--- config.mk ---
export PLATFORM = sky130hd
export DESIGN_NAME = rhs_mem_datapath_param
export DESIGN_NICKNAME = d
export VERILOG_FILES = /design/src/rtl/rhs_mem_datapath_param.sv
export SDC_FILE = /design/constraint.sdc
export NUM_CORES = 1
export LEC_CHECK = 0
export BUFFER_PORTS_ARGS = -buffer_cell sky130_fd_sc_hd__buf_2
export CAP_MARGIN = 20
export CORE_MARGIN = 2
export CORE_UTILIZATION = 40
export CTS_BUF_LIST = sky130_fd_sc_hd__clkbuf_16
export DETAILED_ROUTE_END_ITERATION = 7
export GPL_TIMING_DRIVEN = 0
export HOLD_SLACK_MARGIN = 0.06
export PLACE_DENSITY = 0.62
export RECOVER_POWER = 25
export SLEW_MARGIN = 20
export SYNTH_ARGS = -nofsm -noshare
export SYNTH_HDL_FRONTEND = slang
export SYNTH_SLANG_ARGS = --single-unit
--- constraint.sdc ---
create_clock -name clk -period 4.4 [get_ports clk]
set_input_delay 0.44 -clock clk [delete_from_list [all_inputs] [get_ports clk]]
set_output_delay 0.44 -clock clk [all_outputs]
set_load 0.02 [all_outputs]
--- src/rtl/rhs_mem_datapath_param.sv ---
// Parametrised memory datapath: lane-masked write port, NRD read ports, init sweep FSM,
// dynamic slice on read port 0 feeding a wrapping accumulator.
module rhs_mem_datapath_param #(
    parameter int unsigned WIDTH       = 16,
    parameter int unsigned DEPTH       = 4,
    parameter int unsigned LANE_W      = 8,
    parameter int unsigned NRD         = 2,
    parameter int unsigned READ_LAT    = 1,
    parameter int unsigned WRITE_FIRST = 1,
    parameter int unsigned SLICE_W     = 8,
    parameter int unsigned ACC_W       = 12,
    parameter logic [WIDTH-1:0] INIT_VAL = '0,
    localparam int unsigned AW    = $clog2(DEPTH),
    localparam int unsigned NL    = WIDTH / LANE_W,
    localparam int unsigned OFF_W = $clog2(WIDTH)
) (
    input  logic                 clk,
    input  logic                 rst_n,
    input  logic                 clr,
    input  logic                 wr_en,
    input  logic [AW-1:0]        wr_addr,
    input  logic [NL-1:0]        wr_mask,
    input  logic [WIDTH-1:0]     wr_data,
    input  logic [NRD*AW-1:0]    rd_addr,
    output logic [NRD*WIDTH-1:0] rd_data,
    input  logic [OFF_W-1:0]     slice_off,
    output logic [SLICE_W-1:0]   slice_res,
    input  logic                 acc_en,
    output logic [ACC_W-1:0]     acc,
    output logic                 init_busy
);

    localparam int unsigned EXT_W  = WIDTH + SLICE_W;
    localparam int unsigned EXT_AW = $clog2(EXT_W);

    typedef enum logic {
        ST_INIT,
        ST_IDLE
    } state_e;

    state_e             state_q, state_d;
    logic [AW-1:0]      ptr_q, ptr_d;
    logic               init_busy_q, init_busy_d;
    logic [ACC_W-1:0]   acc_q, acc_d;

    logic [WIDTH-1:0]   mem_q [DEPTH];
    logic               wr_active;
    logic [WIDTH-1:0]   wr_merged;
    logic               mem_we;
    logic [AW-1:0]      mem_waddr;
    logic [WIDTH-1:0]   mem_wdata;
    logic [NRD*WIDTH-1:0] rd_d;
    logic [EXT_W-1:0]   slice_ext;

    // Sweep FSM: one word per cycle, clr restarts from address 0
    always_comb begin
        state_d = state_q;
        ptr_d   = ptr_q;
        case (state_q)
            ST_INIT: begin
                if (clr) begin
                    ptr_d = '0;
                end else if (ptr_q == AW'(DEPTH - 1)) begin
                    state_d = ST_IDLE;
                    ptr_d   = '0;
                end else begin
                    ptr_d = ptr_q + AW'(1);
                end
            end
            ST_IDLE: begin
                if (clr) begin
                    state_d = ST_INIT;
                    ptr_d   = '0;
                end
            end
            default: begin
                state_d = ST_INIT;
                ptr_d   = '0;
            end
        endcase
        init_busy_d = (state_d == ST_INIT);
    end

    // Accumulator: clr wins over acc_en, and acc holds during the sweep
    always_comb begin
        acc_d = acc_q;
        if (clr) begin
            acc_d = '0;
        end else if (acc_en && !init_busy_q) begin
            acc_d = acc_q + ACC_W'(slice_res);
        end
    end

    always_ff @(posedge clk or negedge rst_n) begin
        if (!rst_n) begin
            state_q     <= ST_INIT;
            ptr_q       <= '0;
            init_busy_q <= 1'b1;
            acc_q       <= '0;
        end else begin
            state_q     <= state_d;
            ptr_q       <= ptr_d;
            init_busy_q <= init_busy_d;
            acc_q       <= acc_d;
        end
    end

    assign wr_active = !init_busy_q && wr_en && (|wr_mask);

    // Lane merge of new data over the currently stored word
    always_comb begin
        wr_merged = mem_q[wr_addr];
        for (int i = 0; i < NL; i++) begin
            if (wr_mask[i]) begin
                wr_merged[i*LANE_W +: LANE_W] = wr_data[i*LANE_W +: LANE_W];
            end
        end
    end

    always_comb begin
        mem_we    = init_busy_q || wr_active;
        mem_waddr = init_busy_q ? ptr_q : wr_addr;
        mem_wdata = init_busy_q ? INIT_VAL : wr_merged;
    end

    // Storage array is deliberately left without reset
    always_ff @(posedge clk) begin
        if (mem_we) begin
            mem_q[mem_waddr] <= mem_wdata;
        end
    end

    // Read ports collide independently with the active write
    always_comb begin
        rd_d = '0;
        for (int p = 0; p < NRD; p++) begin
            logic [AW-1:0]    ra;
            logic [WIDTH-1:0] word;
            ra   = rd_addr[p*AW +: AW];
            word = mem_q[ra];
            if ((WRITE_FIRST != 0) && wr_active && (ra == wr_addr)) begin
                word = wr_merged;
            end
            if (!init_busy_q) begin
                rd_d[p*WIDTH +: WIDTH] = word;
            end
        end
    end

    if (READ_LAT == 0) begin : g_rd_comb
        assign rd_data = rd_d;
    end else begin : g_rd_reg
        logic [NRD*WIDTH-1:0] rd_q;
        always_ff @(posedge clk or negedge rst_n) begin
            if (!rst_n) begin
                rd_q <= '0;
            end else begin
                rd_q <= rd_d;
            end
        end
        assign rd_data = rd_q;
    end

    // Zero-extension makes slice bits beyond WIDTH read as 0
    assign slice_ext = EXT_W'(rd_data[WIDTH-1:0]);
    assign slice_res = slice_ext[EXT_AW'(slice_off) +: SLICE_W];

    assign acc       = acc_q;
    assign init_busy = init_busy_q;

endmodule

==> Word level (Yosys, flattened, before mapping) <==
Memory sizes are Yosys's and may differ from the RTL's.
Cells that the tools add are included.
{ "totals": {"reg_bits": 48, "out_inout_bits": 53, "ram_bits": 64, "n_memories": 1, "input_bits": 33, "wordCells": 44, "romBits": 0, "latchBits": 0} }
{ "mem_list": {"columns": ["name", "words", "word_bits", "read_ports", "rd_clocked_by_memory_dff", "write_ports", "line_no", "source"], "rows": [
  ["mem_q", 4, 16, 3, 0, 1, "46", "logic [WIDTH-1:0] mem_q [DEPTH];"]
]} }
{ "op_classes": {"div": 0, "n_bitwise": 2, "order_cmp": 0, "n_reduce_logical": 9, "shifts": 1, "mul": 0, "n_eq_ne": 4, "n_addsub": 2, "muxes": 20} }
{ "op_table": {"columns": ["cell", "count"], "rows": [
  ["2-to-1 mux 16 bit", 5],
  ["2-to-1 mux 12 bit", 2],
  ["variable part select 24 x 5 -> 8 bit", 1],
  ["2-to-1 mux 8 bit", 2],
  ["adder 12 x 8 -> 12 bit", 1],
  ["2-to-1 mux 2 bit", 4],
  ["logical AND 1 bit", 5],
  ["2-to-1 mux 1 bit", 5],
  ["equality test 2 bit", 2],
  ["one-hot mux 2 bit (2 select lines)", 1],
  ["adder 2 x 1 -> 2 bit, second input constant", 1],
  ["equality test 2 bit, second input constant", 1],
  ["!= test 2 bit, second input constant", 1],
  ["inverter 1 bit", 2],
  ["one-hot mux 1 bit (2 select lines)", 1],
  ["nonzero test 2 bit", 1],
  ["OR reduction 2 bit", 1],
  ["logical NOT 1 bit", 1],
  ["logical OR 1 bit", 1]
]} }

==> Longest topological paths before layout <==
{ "depth": {"depth_word": 6, "mapped_depth": 12, "mapped_depth_nobuf": 10} }

==> Worst setup path before layout <==
Ideal clock, no wire load.
{ "synth_timing": {"path_kind": "input port to flip-flop", "startpoint": "input port slice_off[1]", "endpoint": "register acc_q[10], in the netlist acc[10]", "arrival_ps": 3034, "setup_slack_ps": 1232, "setup_time_ps": 135, "t_required_ps": 4265, "path_buffers": 2, "stages": 12, "cell_sequence": "buf_2 > buf_4 > mux4_2 > and2_1 > a211oi_1 > a21oi_1 > ha_1 > fa_1 > a21o_1 > a221oi_1 > or4_1 > a21oi_1"} }
{ "synth_between": {"elab_chain_cells": 4} }
{ "synth_rtl": {"columns": ["element", "line_no", "source"], "rows": [
  ["start: declaration", "26", "input logic [OFF_W-1:0] slice_off,"],
  ["variable part select 24 x 5 -> 8 bit", "166", "assign slice_res = slice_ext[EXT_AW'(slice_off) +: SLICE_W];"],
  ["named net slice_res[0]", "27", "output logic [SLICE_W-1:0] slice_res,"],
  ["adder 12 x 8 -> 12 bit", "90", "acc_d = acc_q + ACC_W'(slice_res);"],
  ["2-to-1 mux 12 bit", "89", "end else if (acc_en && !init_busy_q) begin"],
  ["2-to-1 mux 12 bit", "87", "if (clr) begin"],
  ["end signal: assignment", "99", "acc_q <= '0;"],
  ["end signal: assignment", "104", "acc_q <= acc_d;"],
  ["end: declaration", "44", "logic [ACC_W-1:0] acc_q, acc_d;"]
]} }
The timed path passes the listed nets, and every way through them passes these cells. The select of a mux whose other input is x is not followed.
A chain may end at the register's enable or synchronous reset.

==> Final worst setup path <==
{ "layout_timing": {"startpoint": "register g_rd_reg.rd_q[3], in the netlist rd_data[3]", "endpoint": "register acc_q[10], in the netlist acc[10]"} }
{ "layout_between": {"elab_chain_cells": 4} }
{ "layout_rtl": {"columns": ["element", "line_no", "source"], "rows": [
  ["start: declaration", "153", "logic [NRD*WIDTH-1:0] rd_q;"],
  ["start signal: assignment", "158", "rd_q <= rd_d;"],
  ["variable part select 24 x 5 -> 8 bit", "166", null],
  ["adder 12 x 8 -> 12 bit", "90", null],
  ["2-to-1 mux 12 bit", "89", null],
  ["2-to-1 mux 12 bit", "87", null]
]} }
Every way passes these cells. The select of a mux whose other input is x is not followed.

==> impl_table.tex <==
\begin{tabular}{lr}
\hline
Metric & Value \\
\hline
\multicolumn{2}{l}{\textbf{Outcome}} \\
\quad Result of the run & finished with violations \\
\quad Violations in the final reports & max-capacitance violations, max-slew violations \\
\multicolumn{2}{l}{\textbf{CTS}} \\
\quad TritonCTS clock tree & done \\
\quad Number of gates given a new drive strength after cts & 0 \\
\quad Number of H-tree levels & 3 \\
\quad Worst-Skew Late Latency & 360 ps \\
\quad Clock Root Buffer & sky130\_fd\_sc\_hd\_\_clkbuf\_16 \\
\quad Number of buffers inserted during clock tree synthesis & 9 \\
\quad Clock Sink Count & 112 \\
\quad Number of post-CTS setup repair buffers & 0 \\
\quad CTS Hold Bufs & 0 \\
\quad Clock slew at reported path FFs & 70 ps \\
\quad Max Root-Sink Buffers & 2 \\
\multicolumn{2}{l}{\textbf{Setup path}} \\
\quad Cells along the critical path & mux4\_2 > and2\_1 > a211oi\_1 > a21oi\_1 > ha\_1 > fa\_1 > a21o\_1 > a221oi\_1 > or4\_1 > a21oi\_1 \\
\quad Peak per-stage delay on the critical path & 470 ps \\
\quad Sort of element at the start of the critical path & register \\
\quad Critical Path End Type & register \\
\quad Critical path startpoint & rd\_data[3]\$\_DFF\_PN0\_ \\
\quad Number of gates on the worst path with buffers counted & 10 \\
\quad Reg2Reg Depth & 10 \\
\quad Crit path buf inv count & 0 \\
\quad Slowest-stage cell, CP & sky130\_fd\_sc\_hd\_\_mux4\_2 \\
\quad Gate family responsible for the most delay along the worst path & compound AO/OA/AOI/OAI gates \\
\quad Arr. time, crit path & 3350 ps \\
\quad Critical setup path kind & register to register \\
\quad Worst path most repeated cell & sky130\_fd\_sc\_hd\_\_a21oi\_1 \\
\quad Crit Path Max Fanout & 5 \\
\quad RR Startpoint & rd\_data[3]\$\_DFF\_PN0\_ \\
\quad Req. time, crit path & 4610 ps \\
\multicolumn{2}{l}{\textbf{Logic synthesis}} \\
\quad Area share of xor/xnor cells in the synthesized design & 0.00993 \\
\quad Commonest cells in the netlist & 64 x sky130\_fd\_sc\_hd\_\_edfxtp\_1, 54 x sky130\_fd\_sc\_hd\_\_mux4\_2, 47 x sky130\_fd\_sc\_hd\_\_dfrtp\_1 \\
\quad Net count of the mapped netlist & 491 \\
\quad Synth async-reset ratio & 0.429 \\
\quad Number of synthesized flops with an enable pin & 64 \\
\quad Cell taking the most area after synthesis & sky130\_fd\_sc\_hd\_\_edfxtp\_1 \\
\quad Yosys Warn Count & 0 \\
\quad Mux cell area share after synthesis & 0.252 \\
\quad Area fraction in compound gates after synthesis & 0.0940 \\
\quad Adder and majority cell fraction of the synthesized area & 0.0215 \\
\quad Top cell type's share of synthesized area & 0.311 \\
\quad Most frequently used cell type in the post-synthesis netlist & sky130\_fd\_sc\_hd\_\_edfxtp\_1 \\
\quad Number of distinct library cells after synthesis & 51 \\
\quad Number of cells produced by synthesis & 448 \\
\quad Main combinational cell family by area after synthesis & multiplexers \\
\quad Most common flop cell mapped by yosys & sky130\_fd\_sc\_hd\_\_edfxtp\_1 \\
\quad Cells taking the most area after synthesis & sky130\_fd\_sc\_hd\_\_edfxtp\_1 31\%, sky130\_fd\_sc\_hd\_\_mux4\_2 20\%, sky130\_fd\_sc\_hd\_\_dfrtp\_1 19\% \\
\quad Share of synthesized area occupied by flip-flops and latches & 0.506 \\
\quad Per-instance average area after synthesis & 13.8 sq um \\
\quad Number of flip-flops and latches in the synthesized netlist & 112 \\
\quad Area of the mapped netlist & 6170 sq um \\
\quad Synthesized-area fraction occupied by and/or/nand/nor cells & 0.0790 \\
\multicolumn{2}{l}{\textbf{Power}} \\
\quad Worst IR Drop VDD & 0.208 mV \\
\quad Cell area power density & 407 nW/um\^{}2 \\
\quad Total leakage power & 2.96 nW \\
\multicolumn{2}{l}{\textbf{Placed design}} \\
\quad Placed wire-length estimate & 11300 microns \\
\quad Routability congestion estimate from global placement & 0.898 \\
\quad Number of placed cells counting well taps & 717 \\
\quad Number of buffers inserted by port buffering & 79 \\
\multicolumn{2}{l}{\textbf{Cells and area}} \\
\quad Area growth from synthesis to layout & 15.8\% \\
\quad Final antenna diode count & 0 \\
\quad Total number of nets in the final design & 583 \\
\quad Fraction of layout instances using a drive strength above 1 & 0.299 \\
\quad Post-route non-filler standard cell count & 733 \\
\quad Post-layout utilization of the core & 0.472 \\
\quad Fillers & 1340 \\
\multicolumn{2}{l}{\textbf{STA}} \\
\quad Max frequency & 319 MHz \\
\quad Final hold violation count & 0 \\
\quad Worst relative slew slack & -0.849 \\
\quad Total Negative Setup Slacks & 0 ps \\
\quad Number of pins with negative max-slew slack in the final report & 49 \\
\quad Period Utilization, post-route & 0.712 \\
\quad Crit path time final & 3130 ps \\
\quad Final count of negative-setup-slack endpoints & 0 \\
\quad Slew @ Worst Pin & 2770 ps \\
\quad Unrepaired setup endpoints after global routing & no \\
\quad Worst Clk Skew & 7.05 ps \\
\multicolumn{2}{l}{\textbf{Drt}} \\
\quad DR DRC count & 0 \\
\quad Total wire length after detailed routing & 16100 microns \\
\quad Via count of the routed design & 4433 \\
\quad Violation count after the first detailed-route iteration & 307 \\
\quad Avg WL per Cell & 21.9 microns \\
\quad Detailed-router iteration count before antenna repair & 5 \\
\quad Number of nets with antenna violations after detailed routing & 0 \\
\quad Detailed-route vias per instance & 6.05 \\
\multicolumn{2}{l}{\textbf{GRT}} \\
\quad GRT overflow & 0 \\
\quad Maximum number of pins on one net before global-route repair & 49 \\
\quad Overall Global Routing Usage & 0.200 \\
\quad Antenna violations before repair & 0 \\
\quad Number of global-route vias before repair & 4506 \\
\quad Wire length of the first global-routing pass & 24500 microns \\
\multicolumn{2}{l}{\textbf{Die}} \\
\quad Die ar. & 16400 sq um \\
\quad Initial cell density of the core & 0.408 \\
\quad Placeable core region & 15100 sq um \\
\quad Die span in y & 128 microns \\
\quad Cell row count & 45 \\
\quad I/O pin count & 86 \\
\quad Die X & 128 microns \\
\multicolumn{2}{l}{\textbf{Flow run}} \\
\quad Count of max-cap constraint violations & 1 \\
\multicolumn{2}{l}{\textbf{Hold path}} \\
\quad Kind of path behind the tightest hold check & input pin to register \\
\quad Number of stages on the worst hold path & 3 \\
\quad Critical hold path startpoint & clr \\
\hline
\end{tabular}
-- logic make-up (layout without fill, tap and decap cells) --
family,count (synthesis),in the layout
multiplexers,88,88
XOR/XNOR,7,7
AO/OA/AOI/OAI,86,86
flip-flops,112,112
adder cells (fa/ha/maj),10,10
AND/OR/NAND/NOR,102,102
buffers and inverters,43,140
-- state kept, by name (all words and copies together), names as in the netlist --
signal	flops
rd_data	32
acc	12
mem_q	64
state_q	1
init_busy	1
ptr_q	2
-- routing by layer --
| layer | share of wire | up-vias | global-route usage |
|---|---|---|---|
| met2 | 0.51 | 186 | 0.345 |
| met5 | 0 | - | 0 |
| met4 | 0.023 | 0 | 0.0879 |
| met1 | 0.40 | 2262 | 0.253 |
| met3 | 0.064 | 26 | 0.0255 |
| li1 | - | 1959 | - |
-- cells in the final DEF, fill, tap and decap left out, drive strengths merged, types with 3 or more instances in the layout --
master	n
o21ai	6
clkinv	3
mux2i	32
or4	3
mux4	54
xnor2	6
a21o	5
edfxtp	64
ha	9
nand3	5
dfrtp	47
and2	4
inv	10
buf	83
nor2b	4
nor2	24
o22ai	36
a21oi	15
nand2b	4
nand3b	6
clkbuf	42
a211oi	5
nand2	44
-- layout make-up --
class                           instances  area, sq um  area share
Clock inverter                          7         76.3      0.0107
Sequential cell                       112         3120       0.437
Timing Repair Buffer                   81          402      0.0562
Tap cell                              188          235      0.0329
Multi-Input combinational cell        293         2860       0.400
Buffer                                 35          199      0.0278
Inverter                                8         30.0     0.00420
Clock buffer                            9          225      0.0315
-- tightest hold or removal path, delay by kind of cell --
family                 cells  cell delay (ps)
AND/OR/NAND/NOR            2              200
buffers and inverters      1              130
-- where the power goes --
part	total, W	switching (W)	internal (W)
combinational	0.000677	0.000366	0.000311
clock	0.000832	0.000385	0.000447
sequential	0.00140	0.000102	0.00130
total	0.00291	0.000853	0.00206
-- worst paths after layout --
| path | end | slack, ps |
|---|---|---|
| max in group asynchronous | acc[10]$_DFFE_PN0P_ | 1860 |
| worst min register to register | acc[5]$_DFFE_PN0P_ | 570 |
| worst max register to register | acc[10]$_DFFE_PN0P_ | 1270 |
| worst min-delay path | acc[6]$_DFFE_PN0P_ | 460 |
| min in group asynchronous | rd_data[20]$_DFF_PN0_ | 970 |
| worst max-delay path | acc[10]$_DFFE_PN0P_ | 1270 |
-- stage by stage --
stage	setup slack [ps]	area (sq um)	hold WS (ps)	power (W)
4_1_cts	1280	7180	139	0.00292
6_report	1270	7150	456	0.00291
5_1_grt	1140	7150	483	0.00302
3_3_place_gp	279	6810	520	0.00204
3_5_place_dp	932	6880	522	0.00210
2_1_floorplan	1230	6170	144	0.00186
No activity file was read; power rests on OpenSTA's default activity.
